File: src/rtl/afe_spi_mode.sv
// afe_spi_mode: SPI master with configurable length, mode, bit order, device select and CS hold
module afe_spi_mode #(
  parameter int CLK_RATE  = 100000000,
  parameter int BIT_RATE  = 12500000,
  parameter int CSB_WIDTH = 9
) (
  input  logic                 clk,
  input  logic                 resetN,
  input  logic                 cfgStrobe,
  input  logic                 dataStrobe,
  input  logic [31:0]          gpioOut,
  output logic [31:0]          status,
  output logic [31:0]          rdData,
  output logic                 SPI_CLK,
  output logic [CSB_WIDTH-1:0] SPI_CSB,
  output logic                 SPI_SDI,
  input  logic                 SPI_SDO
);
  localparam int DIV_RAW = (CLK_RATE + 2 * BIT_RATE - 1) / (2 * BIT_RATE);
  localparam int DIV = DIV_RAW < 1 ? 1 : DIV_RAW;
  localparam int CW = DIV > 1 ? $clog2(DIV) : 1;
  typedef enum logic [1:0] {IDLE, LEAD, SHIFT, LAG} state_t;
  state_t state_q, state_d;
  logic [CW-1:0] cnt_q, cnt_d;
  logic [6:0] hp_q, hp_d;
  logic [15:0] cfg_q, cfg_d;
  logic [31:0] tx_q, tx_d, rx_q, rx_d, rd_q, rd_d;
  logic [CSB_WIDTH-1:0] csb_q, csb_d;
  logic sclk_q, sclk_d, sdi_q, sdi_d, ovr_q, ovr_d, sel_err_q, sel_err_d;
  logic tick, busy, lead_ev, trail_ev, shift_ev, samp_ev, sel_ok;
  logic [4:0] len, len_w;
  logic [6:0] nbits;
  logic [31:0] rev, ld, rx_shift, rd_asm;
  // Decode config, edge events, transmit load word and received-word assembly
  always_comb begin
    tick = cnt_q == CW'(DIV - 1);
    busy = state_q != IDLE;
    len = cfg_q[4:0];
    nbits = {2'b0, len} + 7'd1;
    len_w = gpioOut[4:0] < 5'd7 ? 5'd7 : gpioOut[4:0];
    sel_ok = int'({28'b0, cfg_q[11:8]}) < CSB_WIDTH;
    lead_ev = state_q == SHIFT && tick && !hp_q[0];
    trail_ev = state_q == SHIFT && tick && hp_q[0];
    shift_ev = cfg_q[6] ? lead_ev : trail_ev;
    samp_ev = cfg_q[6] ? trail_ev : lead_ev;
    rev = {<<{gpioOut}};
    ld = cfg_q[7] ? rev : gpioOut << (7'd32 - nbits);
    rx_shift = samp_ev ? {rx_q[30:0], SPI_SDO} : rx_q;
    rd_asm = '0;
    for (int i = 0; i < 32; i++)
      if (5'(i) <= len) rd_asm[i] = cfg_q[7] ? rx_shift[len - 5'(i)] : rx_shift[i];
  end
  // Frame state machine: tick divider, SCLK/CSB/SDI generation, CSR updates
  always_comb begin
    state_d = state_q;
    cnt_d = (state_q == IDLE || tick) ? '0 : cnt_q + CW'(1);
    hp_d = hp_q;
    cfg_d = cfg_q;
    tx_d = tx_q;
    rx_d = rx_shift;
    rd_d = rd_q;
    csb_d = csb_q;
    sclk_d = sclk_q;
    sdi_d = sdi_q;
    ovr_d = ovr_q;
    sel_err_d = sel_err_q;
    case (state_q)
      IDLE: begin
        sclk_d = cfg_q[5];
        sdi_d = 1'b0;
        csb_d = '1;
        if (cfgStrobe) begin
          cfg_d = {gpioOut[15:5], len_w};
          ovr_d = 1'b0;
          sel_err_d = 1'b0;
        end
        if (dataStrobe && sel_ok) begin
          state_d = LEAD;
          hp_d = '0;
          tx_d = cfg_q[6] ? ld : ld << 1;
          sdi_d = cfg_q[6] ? 1'b0 : ld[31];
          rx_d = '0;
          csb_d = ~(CSB_WIDTH'(1) << cfg_q[11:8]);
        end else if (dataStrobe) sel_err_d = 1'b1;
      end
      LEAD: if (tick) state_d = SHIFT;
      SHIFT: begin
        if (tick) begin
          sclk_d = ~sclk_q;
          hp_d = hp_q + 7'd1;
          if (hp_q == (nbits << 1) - 7'd1) begin
            state_d = LAG;
            hp_d = '0;
            rd_d = rd_asm;
          end
        end
        if (shift_ev) begin
          sdi_d = tx_q[31];
          tx_d = tx_q << 1;
        end
      end
      default: if (tick) begin
        hp_d = hp_q + 7'd1;
        if (hp_q == {3'b0, cfg_q[15:12]}) begin
          state_d = IDLE;
          hp_d = '0;
          csb_d = '1;
          sdi_d = 1'b0;
          sclk_d = cfg_q[5];
        end
      end
    endcase
    if (busy && dataStrobe) ovr_d = 1'b1;
  end
  // State registers; reset aborts any frame and restores idle bus levels
  always_ff @(posedge clk or negedge resetN) begin
    if (!resetN) begin
      state_q <= IDLE;
      cnt_q <= '0;
      hp_q <= '0;
      cfg_q <= 16'h001F;
      tx_q <= '0;
      rx_q <= '0;
      rd_q <= '0;
      csb_q <= '1;
      sclk_q <= 1'b0;
      sdi_q <= 1'b0;
      ovr_q <= 1'b0;
      sel_err_q <= 1'b0;
    end else begin
      state_q <= state_d;
      cnt_q <= cnt_d;
      hp_q <= hp_d;
      cfg_q <= cfg_d;
      tx_q <= tx_d;
      rx_q <= rx_d;
      rd_q <= rd_d;
      csb_q <= csb_d;
      sclk_q <= sclk_d;
      sdi_q <= sdi_d;
      ovr_q <= ovr_d;
      sel_err_q <= sel_err_d;
    end
  end
  assign status = {busy, ovr_q, sel_err_q, 13'b0, cfg_q};
  assign rdData = rd_q;
  assign SPI_CLK = sclk_q;
  assign SPI_CSB = csb_q;
  assign SPI_SDI = sdi_q;
endmodule
File: config.mk
export PLATFORM = sky130hd
export DESIGN_NAME = afe_spi_mode
export DESIGN_NICKNAME = d
export VERILOG_FILES = /design/src/rtl/afe_spi_mode.sv
export SDC_FILE = /design/constraint.sdc
export NUM_CORES = 1
export LEC_CHECK = 0
export ABC_AREA = 1
export CORE_ASPECT_RATIO = 1.75
export CORE_MARGIN = 3
export CORE_UTILIZATION = 45
export CTS_CLUSTER_DIAMETER = 80
export DETAILED_ROUTE_END_ITERATION = 6
export PLACE_DENSITY = 0.74
export RECOVER_POWER = 25
export REMOVE_ABC_BUFFERS = 1
export SYNTH_ARGS = -nofsm -noshare
export SYNTH_HDL_FRONTEND = slang
export SYNTH_SLANG_ARGS = --single-unit
File: constraint.sdc
create_clock -name clk -period 3.5 [get_ports clk]
set_input_delay 0.525 -clock clk [delete_from_list [all_inputs] [get_ports clk]]
set_output_delay 0.525 -clock clk [all_outputs]
set_load 0.03 [all_outputs]
# --- After elaboration in Yosys (flattened, before gate mapping) ---
# Cells that the tools add are included.
word_totals:
  reg_bits: 136
  latch_bits: 0
  mem_bits_rw: 0
  mem_bits_ro: 0
  input_bits: 37
  out_inout_bits: 75
  word_cells: 330
  mem_count: 0
op_classes:
  addsub: 36
  multipliers: 0
  div_mod_pow: 0
  order_cmp: 66
  n_eq_ne: 10
  shift: 2
  n_mux: 173
  n_bitwise: 4
  reduce_logical: 27
ops:
  columns: ["op", "n"]
  rows:
  - ["$mux W32", 7]
  - ["$lt A5 B6 Y1 const B", 32]
  - ["$bmux W1 S5", 32]
  - ["$mux W1", 112]
  - ["$le A5 B5 Y1 const A", 16]
  - ["$sub A5 B5 Y5 const B", 16]
  - ["$pmux W32 S2", 1]
  - ["$le A4 B5 Y1 const A", 8]
  - ["$sub A5 B4 Y5 const B", 8]
  - ["$mux W7", 5]
  - ["$shl A32 B7 Y32", 1]
  - ["$mux W9", 3]
  - ["$pmux W7 S3", 1]
  - ["$le A3 B5 Y1 const A", 4]
  - ["$sub A5 B3 Y5 const B", 4]
  - ["$pmux W9 S2", 1]
  - ["$mux W2", 7]
  - ["$reduce_and A4 Y1", 3]
  - ["$reduce_bool A2 Y1", 6]
  - ["$le A1 B5 Y1 const A", 2]
  - ["$le A2 B5 Y1 const A", 2]
  - ["$sub A5 B2 Y5 const B", 2]
  - ["$not A9 Y9", 1]
  - ["$reduce_and A3 Y1", 3]
  - ["other kinds (28)", 41]

# --- Longest topological paths before layout ---
# Gate-level depths: netlist (run 1).
logic_depth:
  word_depth: 9
  depth_mapped: 21

# --- Least setup slack after synthesis (run 1) ---
# No wires, ideal clock.
synth_timing:
  kind: "register -> register"
  start: "register cfg_q[4]"
  end: "register tx_q[23]"
  t_arrival_ns: 3.159
  required_time_ns: 3.437
  slack_ns: 0.279
  stages_incl_launch_ff: 20
  path_buffers: 3
  period_less_slack_ns: 3.221
  cell_sequence: "dfstp_2 -> clkbuf_1 -> clkinv_1 -> buf_2 -> ha_1 -> nand4_4 -> nand2_4 -> buf_6 -> nand3_1 -> nand2_1 -> nand2_1 -> nand2_1 -> nand3_1 -> a21oi_1 -> nand2_1 -> nand2_1 -> nand2_1 -> nand3_1 -> nand2_1 -> inv_1"
synth_via:
  elab_chain_cells: 7
synth_rtl:
  columns: ["element", "line", "source"]
  rows:
  - ["start, declared", "26", "logic [15:0] cfg_q, cfg_d;"]
  - ["start signal, assigned", "134", "cfg_q <= cfg_d;"]
  - ["$add A5 B1 Y6", "39", "nbits = {2'b0, len} + 7'd1;"]
  - ["$sub A6 B6 Y7", "47", "ld = cfg_q[7] ? rev : gpioOut << (7'd32 - nbits);"]
  - ["$shl A32 B7 Y32", "47", null]
  - ["$mux W32", "47", null]
  - ["$mux W32", "80", "tx_d = cfg_q[6] ? ld : ld << 1;"]
  - ["$mux W32", "77", "if (dataStrobe && sel_ok) begin"]
  - ["$pmux W32 S2", "67", "case (state_q)"]
  - ["end signal, assigned", "135", "tx_q <= tx_d;"]
  - ["end, declared", "27", "logic [31:0] tx_q, tx_d, rx_q, rx_d, rd_q, rd_d;"]
# No other way between the ends. The select of a mux whose other input is x is not followed.
# A chain may end at the register's enable or synchronous reset.

# --- Worst setup path in the final report (run 1) ---
layout_timing:
  start: "register cfg_q[0]"
  end: "register tx_q[28]"
# Same word-level chain as after synthesis.

==> results of run 1 <==
## kinds of logic after synthesis
group                      synth area share (%)
xor gates and xnor gates                   2.04
AOI/OAI and AO/OA                          17.4
DFF                                        28.4
muxes                                    0.0936
other                                    0.0312
and+or+nand+nor                            38.3
adders and majority gates                  2.70
buffers and inverters                      11.0
## flip-flops by register name (all words and copies together), names as in the netlist, 2 cells and up
signal,count
SPI_CSB,9
cnt_q,2
cfg_q,16
rx_q,32
rdData,32
hp_q,7
tx_q,32
state_q,2
## power groups by stage
stage / Clock (mW) / Combinational (mW) / Sequential, mW
after global placement: 0 / 0.279 / 1.61
after floorplan: 0 / 0.125 / 1.61
final: 1.86 / 0.279 / 1.58
after CTS: 1.89 / 0.280 / 1.58
after global routing: 1.94 / 0.305 / 1.58
after detailed placement: 0 / 0.279 / 1.61
## layout make-up
| cell class | instances | area (sq um) | area share (%) |
|---|---|---|---|
| multi-input combinational | 1464 | 7340 | 52.6 |
| sequential | 136 | 3420 | 24.5 |
| timing repair buffer | 160 | 1500 | 10.8 |
| inverter | 189 | 709 | 5.08 |
| clock buffer | 18 | 439 | 3.15 |
| tap | 320 | 400 | 2.87 |
| clock inverter | 13 | 146 | 1.05 |
## through the flow
stage          hold WS [ps]  utilization [%]
2_1_floorplan           229                -
6_report                436             53.4
5_1_grt                 468             53.4
3_3_place_gp            421             51.2
3_5_place_dp            430             51.2
4_1_cts                 110             53.4
## metal layers
layer / track usage, % / part of all wire, % / up-vias
met5: 0 / 0 / -
met1: 34.9 / 33 / 6265
met3: 5.92 / 5.2 / 218
met4: 33.3 / 12 / 0
met2: 59.1 / 50 / 546
li1: - / - / 6384
## worst min path at each step
stage,from,to,slack [ps]
after global placement,cnt_q[0],cnt_q[0],420
after CTS,resetN,rdData[6],110
after detailed placement,cnt_q[0],cnt_q[0],430
final,cnt_q[0],cnt_q[0],440
after floorplan,resetN,SPI_CLK,230
after global routing,cnt_q[0],cnt_q[0],470
## Yosys cell counts (2+ instances only)
cell type,n,area [sq um]
sky130_fd_sc_hd__a211oi_1,9,67.6
sky130_fd_sc_hd__a211oi_2,2,25.0
sky130_fd_sc_hd__a21boi_1,2,15.0
sky130_fd_sc_hd__a21oi_1,47,235
sky130_fd_sc_hd__a221oi_1,4,35.0
sky130_fd_sc_hd__a22oi_1,13,97.6
sky130_fd_sc_hd__a311oi_1,4,35.0
sky130_fd_sc_hd__a31oi_1,11,68.8
sky130_fd_sc_hd__a41oi_1,2,17.5
sky130_fd_sc_hd__buf_1,8,30.0
sky130_fd_sc_hd__buf_2,17,85.1
sky130_fd_sc_hd__buf_4,22,165
sky130_fd_sc_hd__buf_6,9,101
sky130_fd_sc_hd__clkbuf_1,62,233
sky130_fd_sc_hd__clkinv_1,2,7.51
sky130_fd_sc_hd__dfrtp_1,122,3050
sky130_fd_sc_hd__dfstp_2,14,368
sky130_fd_sc_hd__ha_1,26,325
sky130_fd_sc_hd__inv_1,163,612
sky130_fd_sc_hd__inv_2,24,90.1
sky130_fd_sc_hd__nand2_1,602,2260
sky130_fd_sc_hd__nand2_2,8,50.1
sky130_fd_sc_hd__nand2_4,5,56.3
sky130_fd_sc_hd__nand3_1,292,1460
sky130_fd_sc_hd__nand3_4,3,52.6
sky130_fd_sc_hd__nand4_1,8,50.1
sky130_fd_sc_hd__nor2_1,108,405
sky130_fd_sc_hd__nor2_2,3,18.8
sky130_fd_sc_hd__nor2_4,2,22.5
sky130_fd_sc_hd__nor3_1,3,15.0
sky130_fd_sc_hd__nor3_2,2,20.0
sky130_fd_sc_hd__nor4_2,2,25.0
sky130_fd_sc_hd__o211ai_1,51,383
sky130_fd_sc_hd__o21a_1,3,22.5
sky130_fd_sc_hd__o21ai_0,69,345
sky130_fd_sc_hd__o21ai_1,83,415
sky130_fd_sc_hd__o21ai_2,29,254
sky130_fd_sc_hd__o22ai_1,10,62.6
sky130_fd_sc_hd__or2_1,5,31.3
sky130_fd_sc_hd__or2_2,9,56.3
sky130_fd_sc_hd__xnor2_1,7,61.3
sky130_fd_sc_hd__xor2_1,16,140
==> tab_implementation.tex, run 1 <==
\begin{tabular}{lr}
\hline
Metric & Value \\
\hline
\multicolumn{2}{l}{\textbf{Status}} \\
\quad Run status & finished, violations left \\
\quad Failing checks & design-rule violations, max-capacitance violations, max-slew violations \\
\multicolumn{2}{l}{\textbf{Synth}} \\
\quad Proportion of synthesized flip-flops having asynchronous set or reset & 100\% \\
\quad Mapped Cells & around 1.9k \\
\quad Synthesized cell area & 12000 sq um \\
\quad Synthesis warning total & 0 \\
\quad Number of library cell types mapped by synthesis & 54 \\
\quad Post-synth EDFFs & 0 \\
\quad Avg Synthesized Cell Area & around 6.4 sq um \\
\quad Share of synthesized area occupied by flip-flops and latches & approximately 28\% \\
\quad Count of state elements after synthesis & between 100 and 150 \\
\quad Leading register cell type out of synthesis & sky130\_fd\_sc\_hd\_\_dfrtp\_1 \\
\multicolumn{2}{l}{\textbf{Place}} \\
\quad Count of input and output buffers & 98 \\
\quad Placement Setup Slack & 246 ps \\
\quad Estimated wirelength of the detail-placed design & between 30 and 40 mm \\
\quad GPL Wtd Cong & about 1.0 \\
\quad Cell count after placement & 2269 \\
\quad Cell area after placement & $\sim$13000 sq um \\
\multicolumn{2}{l}{\textbf{CTS}} \\
\quad Clock tree from TritonCTS & built \\
\quad Deepest level of the CTS H-tree & 4 \\
\quad Cts-stage hold buffer count & 0 \\
\quad Sinks on Clock Net & roughly 140 \\
\quad Maximum buffer depth of the clock tree & 2 \\
\quad Clk pin slew, worst setup/hold paths & 60 ps \\
\quad Buffer cell driving the clock tree root & sky130\_fd\_sc\_hd\_\_clkbuf\_16 \\
\quad Number of gates resized after cts & 0 \\
\quad Number of post-CTS setup repair buffers & 0 \\
\quad Clock latency on the worst-skew pair & about 450 ps \\
\quad Number of buffers inserted during clock tree synthesis & 17 \\
\multicolumn{2}{l}{\textbf{Layout}} \\
\quad P\&R area growth vs syn & 16.0\% \\
\quad Number of non-filler instances in the completed layout & between 2k and 2.5k \\
\quad Top library cells by usage in the layout, fill and taps aside & 602 x sky130\_fd\_sc\_hd\_\_nand2\_1, 292 x sky130\_fd\_sc\_hd\_\_nand3\_1, 163 x sky130\_fd\_sc\_hd\_\_inv\_1, 121 x sky130\_fd\_sc\_hd\_\_dfrtp\_1, 107 x sky130\_fd\_sc\_hd\_\_nor2\_1 \\
\quad \# fillers & 2699 \\
\quad Area of all placed cells without fillers & around 14000 sq um \\
\quad Net count of the finished layout & 2031 \\
\quad Number of antenna cells inserted & 0 \\
\quad Fraction of final layout cells with drive strength greater than 1 & about a tenth \\
\quad Leading cell type in the layout, fill and taps excluded & sky130\_fd\_sc\_hd\_\_nand2\_1 \\
\multicolumn{2}{l}{\textbf{Setup path}} \\
\quad Category of cells accounting for the largest share of critical-path delay & simple AND/OR/NAND/NOR gates \\
\quad Count of buffering cells on the critical path with inverters included & 2 \\
\quad R2R cell count & 17 \\
\quad Data required time at the worst endpoint & 3840 ps \\
\quad Slowest-stage cell, CP & sky130\_fd\_sc\_hd\_\_buf\_4 \\
\quad Chain of cells forming the critical path & buf\_4, nand2\_2, nand2\_2, nand2\_4, nand4\_4, nand2\_4, buf\_4, nand2\_1, nand2\_1, o211ai\_1, nand3\_1, nand3\_1, nand3\_1, nand2\_1, o21ai\_0, nand2\_1, nand2\_1 \\
\quad CP Launch Type & flop \\
\quad Worst Setup SP & cfg\_q[0] \\
\quad Cell depth of the worst setup path & 17 \\
\quad Worst-path maximum fanout & 55 \\
\quad Setup Crit Path Kind & flop to flop \\
\quad Endpoint of the worst-slack reg-to-reg timing path & tx\_q[28] \\
\quad Slowest cell delay on critical path & between 500 and 600 ps \\
\quad Startpoint of the worst register-to-register path & cfg\_q[0] \\
\quad Worst setup path end & tx\_q[28] \\
\quad Data arrival time of the worst path & between 3000 and 4000 ps \\
\quad Crit-path most repeated cell & sky130\_fd\_sc\_hd\_\_nand2\_1 \\
\quad Critical path endpoint category & flop \\
\quad Setup slack of the worst register-to-register path & 180 ps \\
\multicolumn{2}{l}{\textbf{Worst hold path}} \\
\quad Hold-critical path depth & 1 \\
\quad Worst min-delay path class & flop to flop \\
\multicolumn{2}{l}{\textbf{STA}} \\
\quad Number of failing hold endpoints at the final stage & 0 \\
\quad Unrepaired setup endpoints after global routing & no \\
\quad Max Fclk & about 300 MHz \\
\quad Slew at the pin with the worst max-slew slack & slightly below 2000 ps \\
\quad Minimum setup slack in the final design & between 150 and 200 ps \\
\quad Headroom to the max-slew limit & -32.6\% \\
\quad TNS Setup & 0 ps \\
\quad Portion of the clock cycle consumed by the worst path in the final layout & between 90 and 100\% \\
\quad Count of final setup violators & 0 \\
\quad Layout Skew & 12.8 ps \\
\quad Post-route minimum period & 3320 ps \\
\quad Final Max Tran Viols & 99 \\
\multicolumn{2}{l}{\textbf{Die}} \\
\quad IO Count & approximately 110 \\
\quad CORE AREA & approximately 26000 sq um \\
\quad Vertical extent of the die & between 200 and 250 um \\
\quad Starting density of the core & between 40 and 50\% \\
\quad Horiz. Die Dim & between 100 and 150 um \\
\quad DIE AREA & $\sim$29000 sq um \\
\quad Cell Rows & between 70 and 80 \\
\multicolumn{2}{l}{\textbf{Power}} \\
\quad Total power & around 3.7 mW \\
\quad Switching power as a share of total power & approximately a quarter \\
\quad Worst IR drop on VDD & a little under 300 uV \\
\quad Pleak & slightly below 7 nW \\
\quad Switching power summed over all nets & 0.983 mW \\
\quad Sequential cell fraction of total power & 42.5\% \\
\quad Clock share of power & roughly 50\% \\
\quad Internal power of the cells & approximately 2.7 mW \\
\quad Relative contribution of combinational cells to total power & 7.5\% \\
\quad Power per unit of standard cell area & 266 nW/um\^{}2 \\
\multicolumn{2}{l}{\textbf{Routing}} \\
\quad Total number of vias & between 10k and 15k \\
\quad Number of DRC markers in iteration 0 & a little over 1k \\
\quad Number of optimization iterations in the first detailed-route pass & 7 \\
\quad DRT Wirelength & approximately 50 mm \\
\quad DRC violations left & 2 \\
\quad Routed len/inst & 21.7 um \\
\quad Number of nets with antenna violations after detailed routing & 0 \\
\quad Per-cell via count in the routed design & 5.83 \\
\multicolumn{2}{l}{\textbf{Run}} \\
\quad Max-Cap Viols & 2 \\
\multicolumn{2}{l}{\textbf{GRT}} \\
\quad First-pass GRT wire length & around 76 mm \\
\quad Vias in the first global route & approximately 13k \\
\quad Number of antenna violations at the first check in global routing & 0 \\
\quad GRT Residual Overflow & 0 \\
\quad Total routing resource utilization after global routing & a little over a third \\
\quad Largest net degree at the start of global routing & 70 \\
\hline
\end{tabular}
(Power assumes the default switching activity.)
==> run 2: changes to the inputs <==
--- a/config.mk
+++ b/config.mk
@@ -7,7 +7,6 @@
 export LEC_CHECK = 0
 export ABC_AREA = 1
 export CORE_ASPECT_RATIO = 1.75
-export CORE_MARGIN = 3
 export CORE_UTILIZATION = 45
 export CTS_CLUSTER_DIAMETER = 80
 export DETAILED_ROUTE_END_ITERATION = 6
==> run 2 against run 1 <==
The flow still finishes with violations (design-rule violations, max-capacitance violations, max-slew violations); die area down 4.8%; sequential power barely moved; final cell count rose by 0.30%; flip-flop and latch count unchanged; first-iteration DRC count is 2.8% lower; critical path type unchanged; largest power group unchanged; highest routed layer unchanged.
==> tab_implementation.tex, run 2 (same netlist as run 1, synthesis figures left out) <==
\begin{tabular}{lr}
\hline
Metric & Value \\
\hline
\multicolumn{2}{l}{\textbf{Die}} \\
\quad Starting density of the core & 46.2\% (was 46.0\%) \\
\quad Cell Rows & 78 (unchanged) \\
\quad CORE AREA & 26100 sq um (was 26200 sq um) \\
\quad Vertical extent of the die & 218 um (was 222 um) \\
\quad Horiz. Die Dim & 126 um (was 130 um) \\
\quad IO Count & 112 (unchanged) \\
\quad DIE AREA & 27400 sq um (was 28800 sq um) \\
\multicolumn{2}{l}{\textbf{CTS}} \\
\quad Clock tree from TritonCTS & built (unchanged) \\
\quad Deepest level of the CTS H-tree & 4 (unchanged) \\
\quad Buffer cell driving the clock tree root & sky130\_fd\_sc\_hd\_\_clkbuf\_16 (unchanged) \\
\quad Maximum buffer depth of the clock tree & 2 (unchanged) \\
\quad Number of buffers inserted during clock tree synthesis & 17 (unchanged) \\
\quad Clock latency on the worst-skew pair & 460 ps (was 450 ps) \\
\quad Clk pin slew, worst setup/hold paths & 60 ps (about the same) \\
\quad Sinks on Clock Net & 136 (unchanged) \\
\multicolumn{2}{l}{\textbf{Layout}} \\
\quad Top library cells by usage in the layout, fill and taps aside & 602 x sky130\_fd\_sc\_hd\_\_nand2\_1, 292 x sky130\_fd\_sc\_hd\_\_nand3\_1, 163 x sky130\_fd\_sc\_hd\_\_inv\_1, 121 x sky130\_fd\_sc\_hd\_\_dfrtp\_1, 107 x sky130\_fd\_sc\_hd\_\_nor2\_1 (unchanged) \\
\quad Area of all placed cells without fillers & 14000 sq um (about the same) \\
\quad Fraction of final layout cells with drive strength greater than 1 & 10.8\% (was 10.4\%) \\
\quad \# fillers & 2711 (was 2699) \\
\quad Net count of the finished layout & 2037 (was 2031) \\
\quad P\&R area growth vs syn & 16.5\% (was 16.0\%) \\
\quad Number of antenna cells inserted & 0 (unchanged) \\
\quad Leading cell type in the layout, fill and taps excluded & sky130\_fd\_sc\_hd\_\_nand2\_1 (unchanged) \\
\quad Layout Utilization & 53.8\% (was 53.4\%) \\
\multicolumn{2}{l}{\textbf{Place}} \\
\quad GPL Wtd Cong & 1.09 (was 1.05) \\
\quad Count of input and output buffers & 98 (unchanged) \\
\quad Cell area after placement & 13400 sq um (about the same) \\
\quad Estimated wirelength of the detail-placed design & 39.8 mm (was 38.1 mm) \\
\multicolumn{2}{l}{\textbf{Setup path}} \\
\quad Category of cells accounting for the largest share of critical-path delay & simple AND/OR/NAND/NOR gates (unchanged) \\
\quad CP Launch Type & flop (unchanged) \\
\quad Data required time at the worst endpoint & 3890 ps (was 3840 ps) \\
\quad Setup slack of the worst register-to-register path & 190 ps (was 180 ps) \\
\quad Slowest cell delay on critical path & 580 ps (was 570 ps) \\
\quad Slowest-stage cell, CP & sky130\_fd\_sc\_hd\_\_dfstp\_2 (was sky130\_fd\_sc\_hd\_\_buf\_4) \\
\quad Endpoint of the worst-slack reg-to-reg timing path & tx\_q[10] (was tx\_q[28]) \\
\quad R2R cell count & 16 (was 17) \\
\quad Count of buffering cells on the critical path with inverters included & 5 (was 2) \\
\quad Worst-path maximum fanout & 16 (was 55) \\
\quad Setup Crit Path Kind & flop to flop (unchanged) \\
\quad Data arrival time of the worst path & 3700 ps (was 3660 ps) \\
\quad Critical path endpoint category & flop (unchanged) \\
\quad Startpoint of the worst register-to-register path & cfg\_q[1] (was cfg\_q[0]) \\
\quad Chain of cells forming the critical path & ha\_1, buf\_4, inv\_2, nand2\_2, nand2\_4, or2\_1, nand2\_2, inv\_2, buf\_12, o21ai\_1, nand3\_1, nand2\_1, nand2\_1, nand3\_1, o21ai\_1, inv\_1 (was buf\_4, nand2\_2, nand2\_2, nand2\_4, nand4\_4, nand2\_4, buf\_4, nand2\_1, nand2\_1, o211ai\_1, nand3\_1, nand3\_1, nand3\_1, nand2\_1, o21ai\_0, nand2\_1, nand2\_1) \\
\multicolumn{2}{l}{\textbf{STA}} \\
\quad Final Max Tran Viols & 59 (was 99) \\
\quad Number of failing hold endpoints at the final stage & 0 (unchanged) \\
\quad Layout Skew & 13.7 ps (was 12.8 ps) \\
\quad Max Fclk & 302 MHz (was 301 MHz) \\
\quad Unrepaired setup endpoints after global routing & no (unchanged) \\
\quad Tightest hold margin & 437 ps (was 436 ps) \\
\quad Portion of the clock cycle consumed by the worst path in the final layout & 94.6\% (was 94.9\%) \\
\quad Post-route minimum period & 3310 ps (was 3320 ps) \\
\quad Count of final setup violators & 0 (unchanged) \\
\quad Headroom to the max-slew limit & -7.70\% (was -32.6\%) \\
\quad TNS Setup & 0 ps (unchanged) \\
\quad Slew at the pin with the worst max-slew slack & 1620 ps (was 1990 ps) \\
\multicolumn{2}{l}{\textbf{Routing}} \\
\quad Number of nets with antenna violations after detailed routing & 0 (unchanged) \\
\quad Total number of vias & 13.5k (was 13.4k) \\
\quad DRC violations left & 4 (was 2) \\
\quad DRT Wirelength & 51.3 mm (was 49.9 mm) \\
\quad Routed len/inst & 22.2 um (was 21.7 um) \\
\quad Number of optimization iterations in the first detailed-route pass & 7 (unchanged) \\
\quad Per-cell via count in the routed design & 5.85 (was 5.83) \\
\quad Number of DRC markers in iteration 0 & 978 (was 1006) \\
\multicolumn{2}{l}{\textbf{Worst hold path}} \\
\quad Worst min-delay path class & flop to flop (unchanged) \\
\quad Hold Path Sink & cnt\_q[0] (unchanged) \\
\quad Hold-critical path depth & 1 (unchanged) \\
\quad Hold\_sp & cnt\_q[0] (unchanged) \\
\multicolumn{2}{l}{\textbf{GRT}} \\
\quad GRT Residual Overflow & 0 (unchanged) \\
\quad Largest net degree at the start of global routing & 59 (was 70) \\
\quad Total routing resource utilization after global routing & 38.5\% (was 34.9\%) \\
\quad Vias in the first global route & 13.4k (was 13.3k) \\
\quad Number of antenna violations at the first check in global routing & 0 (unchanged) \\
\quad First-pass GRT wire length & 77.9 mm (was 76.2 mm) \\
\multicolumn{2}{l}{\textbf{Status}} \\
\quad Run status & finished, violations left (unchanged) \\
\quad Failing checks & design-rule violations, max-capacitance violations, max-slew violations (unchanged) \\
\multicolumn{2}{l}{\textbf{Power}} \\
\quad Worst IR drop on VDD & 310 uV (was 296 uV) \\
\quad Pleak & 6.90 nW (was 6.86 nW) \\
\quad Power per unit of standard cell area & 265 nW/um\^{}2 (was 266 nW/um\^{}2) \\
\multicolumn{2}{l}{\textbf{Run}} \\
\quad Max-Cap Viols & 1 (was 2) \\
\hline
\end{tabular}
[run 2: cell count changes in the layout (fill, tap and decap cells not counted), sizes merged]
cell / previous run / this run
inv: 190 / 191
buf: 61 / 67
clkinvlp: 5 / 4
clkbuf: 20 / 21
[run 2: worst max path at each step]
stage / slack, ps / end / depth (start not counted) / start
5_1_grt: 10 / rdData[0] / 19 / state_q[0]
6_report: 190 / tx_q[10] / 16 / cfg_q[1]
3_5_place_dp: 10 / rdData[1] / 14 / cfg_q[0]
2_1_floorplan: -1480 / rdData[0] / 13 / cfg_q[0]
4_1_cts: 30 / rdData[1] / 14 / cfg_q[0]
3_3_place_gp: 20 / rdData[1] / 14 / cfg_q[0]
[run 2: layout make-up]
class / count / area (sq um) / share of cell area [%]
clock buffer: 19 / 443 / 3.16
clock inverter: 13 / 144 / 1.03
inverter: 189 / 709 / 5.06
multi-input combinational: 1464 / 7350 / 52.4
sequential: 136 / 3420 / 24.4
tap: 320 / 400 / 2.86
timing repair buffer: 166 / 1550 / 11.0
[run 2: per-stage QoR]
step	worst slack [ps]	total power, mW	instances
after detailed placement	13.6	1.89	2275
after global routing	11.4	3.81	2307
final	188	3.71	2307
after floorplan	-1480	1.73	1789
after global placement	23.5	1.89	2275
after CTS	25.8	3.73	2307
[run 2: routing by layer]
layer | global-route usage (%) | vias up | wire length [um]
met1 | 35.1 | 6309 | 16700
met2 | 69.3 | 566 | 26200
met3 | 7.49 | 248 | 2600
met5 | 0 | - | 0
li1 | - | 6380 | -
met4 | 39.5 | 0 | 5740
[run 2: where the power goes]
part	leakage (nW)	internal, mW	switching (mW)	total (mW)
Combinational	5.15	0.0878	0.198	0.286
Sequential	1.48	1.58	0.00181	1.58
Clock	0.277	1.07	0.775	1.85
Total	6.90	2.74	0.974	3.71
[run 2: what timing repair did]
item | in CTS | in global routing
gates resized for setup | 0 | 3
endpoints found under the setup margin | 0 | 9
hold buffers | 0 | 0
buffers inserted | 0 | 0
